**config.mk**
```make
export PLATFORM = sky130hd
export DESIGN_NAME = clmul_denetleyici
export DESIGN_NICKNAME = d
export VERILOG_FILES = /design/src/rtl/clmul_paket.sv /design/src/rtl/clmul_denetleyici_adim.sv /design/src/rtl/clmul_denetleyici.sv
export SDC_FILE = /design/constraint.sdc
export NUM_CORES = 1
export LEC_CHECK = 0
export BUFFER_PORTS_ARGS = -buffer_cell sky130_fd_sc_hd__buf_2
export CELL_PAD_IN_SITES_DETAIL_PLACEMENT = 0
export CELL_PAD_IN_SITES_GLOBAL_PLACEMENT = 2
export CORE_MARGIN = 2
export CORE_UTILIZATION = 30
export DETAILED_ROUTE_END_ITERATION = 8
export HOLD_SLACK_MARGIN = 0.02
export PLACE_DENSITY_LB_ADDON = 0.08
export SYNTH_ARGS = -nofsm -noshare
export SYNTH_HDL_FRONTEND = slang
export SYNTH_HIERARCHICAL = 1
export SYNTH_SLANG_ARGS = --single-unit
```
**constraint.sdc**
```tcl
create_clock -name clk_i -period 4.03 [get_ports clk_i]
set_input_delay 0.2015 -clock clk_i [delete_from_list [all_inputs] [get_ports clk_i]]
set_output_delay 0.2015 -clock clk_i [all_outputs]
set_load 0.005 [all_outputs]
```
**src/rtl/clmul_paket.sv**
```systemverilog
// Shared definitions for the multi-cycle carry-less multiply sequencer.
package clmul_paket;

    localparam int unsigned VARSAYILAN_BIT_ADIM = 4;
    localparam int unsigned VERI_W              = 32;
    localparam int unsigned ACC_W               = 64;
    localparam int unsigned OFS_W               = 6;

    localparam logic [1:0] CLMUL  = 2'b00;
    localparam logic [1:0] CLMULH = 2'b01;
    localparam logic [1:0] CLMULR = 2'b10;

    typedef enum logic [1:0] {
        BOSTA   = 2'd0,
        HESAPLA = 2'd1,
        SONUC   = 2'd2
    } durum_e;

    // Picks the architectural result word out of the 64-bit product.
    function automatic logic [VERI_W-1:0] sonuc_sec(input logic [1:0]       islem,
                                                    input logic [ACC_W-1:0] acc);
        logic [VERI_W-1:0] r;
        case (islem)
            CLMUL:   r = acc[31:0];
            CLMULH:  r = acc[63:32];
            CLMULR:  r = acc[62:31];
            default: r = '0;
        endcase
        return r;
    endfunction

endpackage

```
**src/rtl/clmul_denetleyici_adim.sv**
```systemverilog
// One compute step: folds BIT_ADIM partial products of a into the accumulator.
module clmul_adim
    import clmul_paket::*;
#(
    parameter int unsigned BIT_ADIM = VARSAYILAN_BIT_ADIM
) (
    input  logic [ACC_W-1:0]    acc_i,
    input  logic [VERI_W-1:0]   a_i,
    input  logic [BIT_ADIM-1:0] b_parca_i,
    input  logic [OFS_W-1:0]    taban_i,
    output logic [ACC_W-1:0]    acc_o
);

    logic [ACC_W-1:0] a_genis;

    assign a_genis = {{(ACC_W-VERI_W){1'b0}}, a_i};

    always_comb begin
        acc_o = acc_i;
        for (int unsigned k = 0; k < BIT_ADIM; k++) begin
            if (b_parca_i[k]) begin
                acc_o = acc_o ^ (a_genis << (taban_i + OFS_W'(k)));
            end
        end
    end

endmodule

```
**src/rtl/clmul_denetleyici.sv**
```systemverilog
// clmul/clmulh/clmulr sequencer: BIT_ADIM bits of rs2 per cycle into a 64-bit XOR accumulator.
module clmul_denetleyici
    import clmul_paket::*;
#(
    parameter int unsigned BIT_ADIM = VARSAYILAN_BIT_ADIM
) (
    input  logic              clk_i,
    input  logic              rst_ni,
    input  logic              istek_gecerli_i,
    output logic              istek_hazir_o,
    input  logic [1:0]        islem_i,
    input  logic [VERI_W-1:0] sayi1_i,
    input  logic [VERI_W-1:0] sayi2_i,
    input  logic              temizle_i,
    output logic              sonuc_gecerli_o,
    input  logic              sonuc_hazir_i,
    output logic [VERI_W-1:0] sonuc_o,
    output logic              mesgul_o
);

    localparam int unsigned ADIM_SAYISI = VERI_W / BIT_ADIM;
    localparam int unsigned SAYAC_W     = $clog2(ADIM_SAYISI + 1);

    durum_e              durum_q, durum_d;
    logic [VERI_W-1:0]   a_q, a_d;
    logic [VERI_W-1:0]   b_q, b_d;
    logic [1:0]          islem_q, islem_d;
    logic [ACC_W-1:0]    acc_q, acc_d;
    logic [SAYAC_W-1:0]  sayac_q, sayac_d;
    logic [VERI_W-1:0]   sonuc_q, sonuc_d;
    logic                gecerli_q;
    logic                mesgul_q;

    logic [ACC_W-1:0]    acc_sonraki;
    logic [OFS_W-1:0]    taban;
    logic                son_adim;
    logic                kabul;

    assign istek_hazir_o   = rst_ni & (durum_q == BOSTA) & ~temizle_i;
    assign kabul           = istek_gecerli_i & istek_hazir_o;
    assign taban           = OFS_W'(32'(sayac_q) * BIT_ADIM);
    assign son_adim        = (sayac_q == SAYAC_W'(ADIM_SAYISI - 1));
    assign sonuc_gecerli_o = gecerli_q;
    assign mesgul_o        = mesgul_q;
    assign sonuc_o         = sonuc_q;

    clmul_adim #(
        .BIT_ADIM (BIT_ADIM)
    ) u_adim (
        .acc_i     (acc_q),
        .a_i       (a_q),
        .b_parca_i (b_q[BIT_ADIM-1:0]),
        .taban_i   (taban),
        .acc_o     (acc_sonraki)
    );

    // Next-state and datapath update; flush overrides everything else.
    always_comb begin
        durum_d = durum_q;
        a_d     = a_q;
        b_d     = b_q;
        islem_d = islem_q;
        acc_d   = acc_q;
        sayac_d = sayac_q;
        sonuc_d = sonuc_q;

        case (durum_q)
            BOSTA: begin
                if (kabul) begin
                    a_d     = sayi1_i;
                    b_d     = sayi2_i;
                    islem_d = islem_i;
                    acc_d   = '0;
                    sayac_d = '0;
                    if ((sayi1_i == '0) || (sayi2_i == '0)) begin
                        sonuc_d = '0;
                        durum_d = SONUC;
                    end else begin
                        durum_d = HESAPLA;
                    end
                end
            end
            HESAPLA: begin
                acc_d   = acc_sonraki;
                b_d     = b_q >> BIT_ADIM;
                sayac_d = sayac_q + SAYAC_W'(1);
                if (son_adim) begin
                    sonuc_d = sonuc_sec(islem_q, acc_sonraki);
                    durum_d = SONUC;
                end
            end
            SONUC: begin
                if (sonuc_hazir_i) begin
                    durum_d = BOSTA;
                end
            end
            default: durum_d = BOSTA;
        endcase

        if (temizle_i) begin
            durum_d = BOSTA;
        end
    end

    always_ff @(posedge clk_i or negedge rst_ni) begin
        if (!rst_ni) begin
            durum_q   <= BOSTA;
            a_q       <= '0;
            b_q       <= '0;
            islem_q   <= '0;
            acc_q     <= '0;
            sayac_q   <= '0;
            sonuc_q   <= '0;
            gecerli_q <= 1'b0;
            mesgul_q  <= 1'b0;
        end else begin
            durum_q   <= durum_d;
            a_q       <= a_d;
            b_q       <= b_d;
            islem_q   <= islem_d;
            acc_q     <= acc_d;
            sayac_q   <= sayac_d;
            sonuc_q   <= sonuc_d;
            gecerli_q <= (durum_d == SONUC);
            mesgul_q  <= (durum_d != BOSTA);
        end
    end

endmodule

```
======== Word-level counts from Yosys, hierarchy flattened ========
Index checks and enable logic that the tools add are counted.
storage, ports and cells
  logic and storage cells ................. 65
  flip-flop bits (word level) ............. 170
  output and inout port bits .............. 35
  input port bits ......................... 71
cells by class
  reductions and logical operators ........ 10
  muxes and demuxes ....................... 21
  equality and inequality tests ........... 9
  $add $sub $neg .......................... 4
  shifts and indexed selects .............. 4
  bitwise logic cells ..................... 8
operators with widths
  cell                   count
  $mux W64               5
  $shl A32 B6 Y64        4
  $xor A64 B64 Y64       4
  $mux W32               4
  $pmux W32 S2           2
  $pmux W64 S2           1
  $pmux W32 S3           1
  $logic_not A32 Y1      2
  $add A6 B2 Y6 const B  2
  $mux W2                5
  $pmux W4 S2            1
  $add A6 B1 Y6 const B  1
  $eq A2 B2 Y1 const B   3
  $pmux W2 S3            1
  $add A4 B1 Y4 const B  1
  $eq A2 B1 Y1 const B   2
  $eq A4 B3 Y1 const B   1
  $logic_not A2 Y1       2
  $mux W4                1
  $ne A2 B2 Y1 const B   2
  $reduce_and A2 Y1      2
  $reduce_and A4 Y1      1
  $reduce_bool A2 Y1     2
  $and A1 B1 Y1          3
  other kinds (3)        3

======== Logic depth before layout (Yosys ltp) ========
Gate-level depths: netlist of the first run.
  word-level depth ........................ 12
  depth in mapped cells ................... 22
  mapped depth without buffers ............ 14

======== Hierarchy ========
Netlist of the first run, hierarchy kept.
modules (own cells, without submodules)
  module             area each (sq um)  instances  sequential area each (sq um)  cells an instance
  clmul_adim         14178.6            1          0.0                           1824
  clmul_denetleyici  7772.5             1          4254.1                        668

======== Worst setup path before layout of the first run ========
OpenSTA, ideal clock, no wires.
  path kind ............................... register to register
  from .................................... register sayac_q[0]
  to ...................................... register sonuc_q[24], in the netlist sonuc_o[24]
  data required time ...................... 3.943 ns
  stages on the path, launching flop included .. 14
  arrival time ............................ 2.939 ns
  slack ................................... 1.004 ns
  buffers on the path ..................... 3
  library setup time ...................... 0.087 ns
  period minus slack after synthesis ...... 3.026 ns
  cells stage by stage .................... dfrtp_1 -> buf_4 -> xor2_1 -> buf_4 -> buf_4 -> mux4_2 -> o22ai_1 -> a22oi_1 -> xor2_1 -> xnor2_1 -> mux2i_1 -> o2bb2ai_1 -> nand2_1 -> o211ai_1
between the ends
  word-level cells in the longest chain between the ends .. 12
ends and longest elaborated chain
  element                                                                line                          RTL
  from (decl)                                                            clmul_denetleyici.sv:29       logic [SAYAC_W-1:0] sayac_q, sayac_d;
  from (signal assigned)                                                 clmul_denetleyici.sv:122      sayac_q <= sayac_d;
  parallel branches: the longest is 8 deep, another holds $add A6 B1 Y6  --
  $mux W64 *                                                             clmul_denetleyici_adim.sv:21  if (b_parca_i[k]) begin
  named net acc_sonraki[55]                                              clmul_denetleyici.sv:34       logic [ACC_W-1:0] acc_sonraki;
  $pmux W32 S3 *                                                         clmul_paket.sv:23             case (islem)
  $mux W32 *                                                             clmul_denetleyici.sv:87       if (son_adim) begin
  $pmux W32 S2 *                                                         clmul_denetleyici.sv:67       case (durum_q)
  to (signal assigned)                                                   clmul_denetleyici.sv:123      sonuc_q <= sonuc_d;
  to (decl)                                                              clmul_denetleyici.sv:30       logic [VERI_W-1:0] sonuc_q, sonuc_d;
Mark *: on every way through the listed nets, which the timed path passes. The select of a mux whose other input is x is not followed.
A chain may end at the register's enable or synchronous reset.

======== Worst setup path in the final report of the first run ========
  from .................................... register sayac_q[1]
  to ...................................... register sonuc_q[5], in the netlist sonuc_o[5]
The elaborated chain is that of the path after synthesis.

==> results of run 1 <==
final cells by class:
class                           count  area (sq um)
Clock buffer                       17           425
Clock inverter                     15           189
Fill cell                        7495         46000
Inverter                           14          52.6
Multi-Input combinational cell   2075         16500
Sequential cell                   170          4260
Tap cell                          959          1200
Timing Repair Buffer              529          4080
placed cells by master (no fill, tap or decap), types with 47 or more instances in the layout:
master,count
nor3_1,47
dfrtp_1,166
a22o_1,70
nand3_1,54
nand2_1,299
xor2_1,53
dlygate4sd3_1,54
buf_2,104
mux4_2,113
o22ai_1,54
xnor2_1,190
mux2_2,108
mux2i_1,204
buf_4,352
a21oi_1,93
o21ai_0,146
nor2_1,208
layer usage:
layer / vias to the layer above / share of wire / GRT usage
met2: 1011 / 0.45 / 0.512
met3: 165 / 0.055 / 0.0250
met5: - / 0 / 0
li1: 9898 / - / -
met4: 0 / 0.046 / 0.135
met1: 11545 / 0.45 / 0.453
stage by stage:
stage	utilization	std cells	cell area [sq um]	total power, mW	hold slack, ns
3_3_place_gp	0.351	3693	25500	19.5	0.204
3_5_place_dp	0.351	3693	25500	19.4	0.206
4_1_cts	0.367	3779	26700	21.4	0.0221
5_1_grt	0.368	3779	26700	22.7	0.0534
2_1_floorplan	-	2500	22000	12.0	-0.0941
6_report	0.368	3779	26700	21.8	0.0426
critical path, stage by stage (launching register included):
cell       delay (ns)
dfrtp_4          0.61
buf_12           0.18
a21bo_2          0.20
nand2_2          0.22
buf_12           0.25
nor3_1           0.19
a21oi_1          0.06
o21ai_0          0.32
a32oi_1          0.25
xnor2_1          0.60
xnor2_1          0.28
mux2i_1          0.13
o2bb2ai_1        0.31
nand2_1          0.10
o211ai_1         0.08
cells in the mapped netlist (8+ instances only):
cell type  number
a2111oi_0       8
a211oi_1       14
a21oi_1        93
a22o_1         70
a22oi_1        15
a31oi_1        20
a32oi_1         8
and2_1         12
buf_1           9
buf_2          65
buf_4          23
buf_6          26
clkbuf_1      113
dfrtp_1       170
inv_1          13
mux2_2        108
mux2_4         32
mux2i_1       206
mux4_2        113
nand2_1       299
nand2b_1       19
nand3_1        54
nand4_1        11
nor2_1        211
nor3_1         47
nor4_1         28
o211ai_1       44
o21ai_0       146
o22ai_1        55
o2bb2ai_1      34
or3_1           8
xnor2_1       198
xor2_1         57
worst paths after layout:
check | depth (start not counted) | from | endpoint
hold / removal | 3 | sayi2_i[7] | b_q[7]
max in group asynchronous | 3 | rst_ni | sayac_q[1]
min in group asynchronous | 2 | rst_ni | acc_q[13]
setup reg to reg | 14 | sayac_q[1] | sonuc_o[5]
hold reg to reg | 2 | b_q[5] | b_q[5]
setup / recovery | 14 | sayac_q[1] | sonuc_o[5]
repair_timing:
item,in CTS,in global routing
setup endpoints to repair,4,5
hold buffers,54,0
gates resized for setup,3,8
hold endpoints to repair,88,0
flip-flops by register name (all words and copies together), names as in the netlist:
signal / cells
a_q: 32
acc_q: 64
b_q: 32
durum_q: 2
islem_q: 2
mesgul_o: 1
sayac_q: 4
sonuc_gecerli_o: 1
sonuc_o: 32
power groups by stage:
stage          Combinational [mW]  Sequential, mW  Clock (mW)
4_1_cts                      16.8            2.73        1.89
6_report                     17.2            2.74        1.83
2_1_floorplan                9.56            2.49           0
3_3_place_gp                 16.7            2.74           0
3_5_place_dp                 16.7            2.76           0
5_1_grt                      18.0            2.79        1.93
cell families after synthesis:
logic type	after synthesis	share of synthesized area
AOI/OAI and AO/OA	596	0.184
buffers and inverters	255	0.0632
DFF	170	0.194
other	1	0.000171
xor gates and xnor gates	264	0.111
adders and majority gates	5	0.00285
and+or+nand+nor	729	0.147
muxes	472	0.299
==> impl_metrics.py, run 1 <==
metrics = {
    "worst_setup_path": {
        "crit_required_ns": 4.45,
        "startpoint_type": "flop",
        "r2r_slack_ns": 0.13,
        "worstSetupPathType": "reg2reg",
        "arrival_ns": 4.32,
        "cp_max_fo": 19,
        "cp-end-kind": "flop",
    },
    "placement": {
        "dp_hpwl_um": 97300,
        "gp_congestion": 0.974,
        "portBuffers": 105,
        "place_ws_ns": -0.313,
    },
    "timing": {
        "fin_setup_tns_ns": 0,
        "setup_slack_ns": 0.132,
        "worst_clock_skew_ns": 0.0271,
        "setup_violations": 0,
        "min_period_over_period": 0.967,
        "drv_slew": 0,
        "post-route-min-period_ns": 3.90,
        "finalHoldViolations": 0,
        "slew_headroom": 0.224,
        "timing.fmax_mhz": 257,
        "worst_pin_slew_ns": 1.15,
        "rsz0062_at_grt": "no",
    },
    "finish": {
        "final_nets": 2883,
        "layout-drive-gt1-share": 0.288,
        "antenna_cells": 0,
        "syn_to_final_growth_pct": 21.8,
    },
    "power": {
        "p_leak_nw": 10.7,
        "clkPwrFrac": 0.084,
        "switching_share": 0.537,
        "peakVddDrop_uv": 263,
        "p_seq_frac": 0.126,
        "p_int_mw": 10.1,
        "p_comb_frac": 0.790,
        "switchingPower_mw": 11.7,
        "cellPowerDensity_nw_per_um2": 815,
    },
    "synthesis": {
        "synth_area_per_cell_sq_um": 8.81,
        "synthCells": 2492,
        "yosysWarnings": 6,
        "synthTopCellsByArea": "dfrtp_1 19%, mux4_2 12%, mux2i_1 9.4%",
        "synth_top_area_share": 0.194,
        "synth_flop_cell": "dfrtp_1",
        "synthDistinctLibCells": 92,
        "synth-edff-count": 0,
        "yosysSeqAreaShare": 0.194,
        "ys_seq_elements": 170,
        "syn-cell-area_sq_um": 22000,
        "synth_top_area_cell": "dfrtp_1",
        "synthArstFlopShare": 1.00,
    },
    "min_path": {
        "hp-class": "in2reg",
    },
    "run": {
        "cap_viol_max_count": 0,
    },
    "routing": {
        "vias_per_cell": 5.99,
        "drt_wl_total_um": 123000,
        "ant_nets": 0,
        "drt_first_pass_iters": 6,
        "post-route-drc-count": 0,
        "drtIter0Drc": 2780,
        "via_count": 22619,
        "wire_per_inst_um": 32.4,
    },
    "status": {
        "outcome": "finished clean",
    },
    "floorplan": {
        "row_count": 99,
        "start_util": 0.302,
        "core_area_sq_um": 72700,
        "dieHeight_um": 275,
        "fp.dieW_um": 275,
        "die-area_sq_um": 75400,
        "ios": 106,
    },
    "global_routing": {
        "grt_usage": 0.323,
        "grt_pass1_wl_um": 172000,
        "antenna_found_initial": 0,
        "grt_max_degree": 135,
        "overflow": 0,
        "grt_pass1_vias": 22001,
    },
    "clock_network": {
        "clk_transition_reported_paths_ns": 0.09,
        "cts.sinks": 170,
        "cts_root_buffer": "clkbuf_16",
        "post_cts_buffers": 0,
        "numCtsBuffers": 17,
        "htreeDepth": 4,
        "cts.path.max_buffers": 2,
        "cts_tree": "built",
        "insertion_delay_ns": 0.51,
    },
}
Power figures use the tool's default switching activity.
==> run 2, diff against run 1 <==
Settings changed: CORE_MARGIN 2 to default.
==> run 2 against run 1 <==
Critical path depth stayed put. Non-clock buffer count fell by 57. Final cell count fell by 1.7%. Power is 3.3% lower. Sequential power is essentially flat. Worst setup slack about the same. Clock skew decreased by 0.0033 ns. Largest power group unchanged. Highest routed layer is now met5.
==> impl_metrics.py, run 2 (same netlist as run 1, synthesis figures left out) <==
metrics = {
    "status": {
        "outcome": "finished clean",
    },
    "global_routing": {
        "grtUsageMet3": 0.0396,
        "overflow": 0,
        "grt_use_met1": 0.445,
        "met2_usage": 0.517,
        "grt_max_degree": 101,
        "grt-busiest-layer": "met2",
        "grt_pass1_wl_um": 170000,
        "antenna_found_initial": 1,
        "grt_usage": 0.325,
        "grt_pass1_vias": 21547,
    },
    "worst_setup_path": {
        "crit_cells": 14,
        "cp_max_fo": 10,
        "rr_endpoint": "sonuc_o[19]",
        "r2r-start": "sayac_q[0]",
        "r2r_cells": 14,
        "crit_buf_inv": 3,
        "cp-end-kind": "flop",
        "worstSetupPathType": "reg2reg",
        "critical-path-top-delay-family": "compound AO/OA/AOI/OAI gates",
        "startpoint": "sayac_q[0]",
        "crit_chain": "buf_4, xor2_4, buf_4, mux2i_1, mux2i_1, a222oi_1, buf_4, xnor2_1, xnor2_1, xnor2_2, mux2i_1, o2bb2ai_1, nand2_1, o211ai_1",
        "startpoint_type": "flop",
        "arrival_ns": 4.31,
        "crit_path_top_delay_cell": "a222oi_1",
        "crit_required_ns": 4.44,
        "r2r_slack_ns": 0.13,
        "max_stage_delay_ns": 0.59,
        "endpoint": "sonuc_o[19]",
    },
    "routing": {
        "vias_per_cell": 6.04,
        "via_count": 22431,
        "drtIter0Drc": 2674,
        "drt_wl_total_um": 122000,
        "drt_first_pass_iters": 6,
        "post-route-drc-count": 0,
        "ant_nets": 0,
        "wire_per_inst_um": 32.8,
    },
    "finish": {
        "largest_reg_flops": 64,
        "final_nets": 2826,
        "final_cell_mix": "300 x buf_4, 299 x nand2_1, 209 x nor2_1, 205 x mux2i_1, 190 x xnor2_1",
        "syn_to_final_growth_pct": 19.5,
        "layout-drive-gt1-share": 0.274,
        "n_fill_cell": 7435,
        "layoutNonFillerInstCount": 3716,
        "final_common_cell": "buf_4",
        "largest-register": "acc_q",
    },
    "timing": {
        "slew_headroom": 0.329,
        "min_period_over_period": 0.967,
        "timing.fmax_mhz": 257,
        "rsz0062_at_grt": "no",
        "drv_slew": 0,
        "setup_slack_ns": 0.132,
        "finalHoldViolations": 0,
        "setup_violations": 0,
        "worst_pin_slew_ns": 0.982,
        "worst_clock_skew_ns": 0.0238,
        "post-route-min-period_ns": 3.90,
    },
    "clock_network": {
        "cts_root_buffer": "clkbuf_16",
        "clk_transition_reported_paths_ns": 0.08,
        "cts.sinks": 170,
        "cts_tree": "built",
        "cts.path.max_buffers": 2,
        "insertion_delay_ns": 0.50,
        "htreeDepth": 4,
        "numCtsBuffers": 17,
    },
    "floorplan": {
        "core_area_sq_um": 72000,
        "die-area_sq_um": 74300,
        "ios": 106,
        "row_count": 98,
        "fp.dieW_um": 273,
        "dieHeight_um": 273,
        "start_util": 0.305,
    },
    "power": {
        "p_leak_nw": 10.4,
        "cellPowerDensity_nw_per_um2": 803,
        "peakVddDrop_uv": 352,
    },
    "placement": {
        "dpl.cell_count": 3626,
        "gp_congestion": 0.982,
        "portBuffers": 105,
        "dp_hpwl_um": 96000,
        "place_ws_ns": -0.0473,
    },
    "min_path": {
        "hold_path_depth": 3,
        "hp-class": "in2reg",
    },
    "run": {
        "cap_viol_max_count": 0,
    },
}
run 2: layout make-up:
type                    instances  area, sq um  area share
diodes                          3         7.51    0.000286
repair buffers                472         3610       0.138
clock inverters                15          178     0.00677
multi-input cells            2075        16500       0.629
well taps                     950         1190      0.0453
flip-flops and latches        170         4260       0.162
clock buffers                  17          425      0.0162
inverters                      14         52.6     0.00200
run 2: timing repair:
| item | 4_1_cts | 5_1_grt |
|---|---|---|
| pin swaps | 0 | 2 |
| setup endpoints to repair | 1 | 3 |
| resized for setup | 2 | 4 |
| setup buffers | 0 | 4 |
| hold buffers | 51 | 0 |
| hold endpoints to repair | 98 | 0 |
| cloned | 0 | 0 |
run 2: worst min-delay path by stage:
stage                            from   endpoint
after global placement         rst_ni  acc_q[44]
after detailed placement       rst_ni  acc_q[44]
after CTS                 sayi2_i[17]    b_q[17]
final                     sayi2_i[17]    b_q[17]
after floorplan                rst_ni     a_q[0]
after global routing      sayi2_i[10]    b_q[10]
run 2: tightest hold or removal path, cell delays in order:
cell,delay (ns)
buf_2,0.10
mux2i_1,0.06
o21ai_0,0.13
run 2: power by group:
| group | internal [mW] | switching, mW | leakage, nW | total [mW] |
|---|---|---|---|---|
| combinational | 6.63 | 9.86 | 8.10 | 16.5 |
| sequential | 2.15 | 0.627 | 2.05 | 2.77 |
| clock | 0.838 | 0.963 | 0.283 | 1.80 |
| total | 9.62 | 11.4 | 10.4 | 21.1 |
run 2: through the flow:
| step | TNS [ns] | cell area [sq um] | utilization | total power [mW] | hold slack (ns) |
|---|---|---|---|---|---|
| after floorplan | 0 | 22000 | - | 12.0 | -0.0941 |
| after global placement | -0.0455 | 25000 | 0.348 | 18.9 | 0.254 |
| after detailed placement | -0.0473 | 25000 | 0.348 | 18.8 | 0.252 |
| after CTS | 0 | 26200 | 0.364 | 20.7 | 0.0223 |
| after global routing | 0 | 26200 | 0.364 | 22.0 | 0.0484 |
| final | 0 | 26200 | 0.364 | 21.1 | 0.0422 |
run 2: layer usage:
metal | wire length [um] | vias to the layer above | share of wire
li1 | - | 9772 | -
met1 | 53000 | 11494 | 0.43
met5 | 13 | - | 0.00011
met4 | 5350 | 2 | 0.044
met2 | 56000 | 988 | 0.46
met3 | 7570 | 175 | 0.062
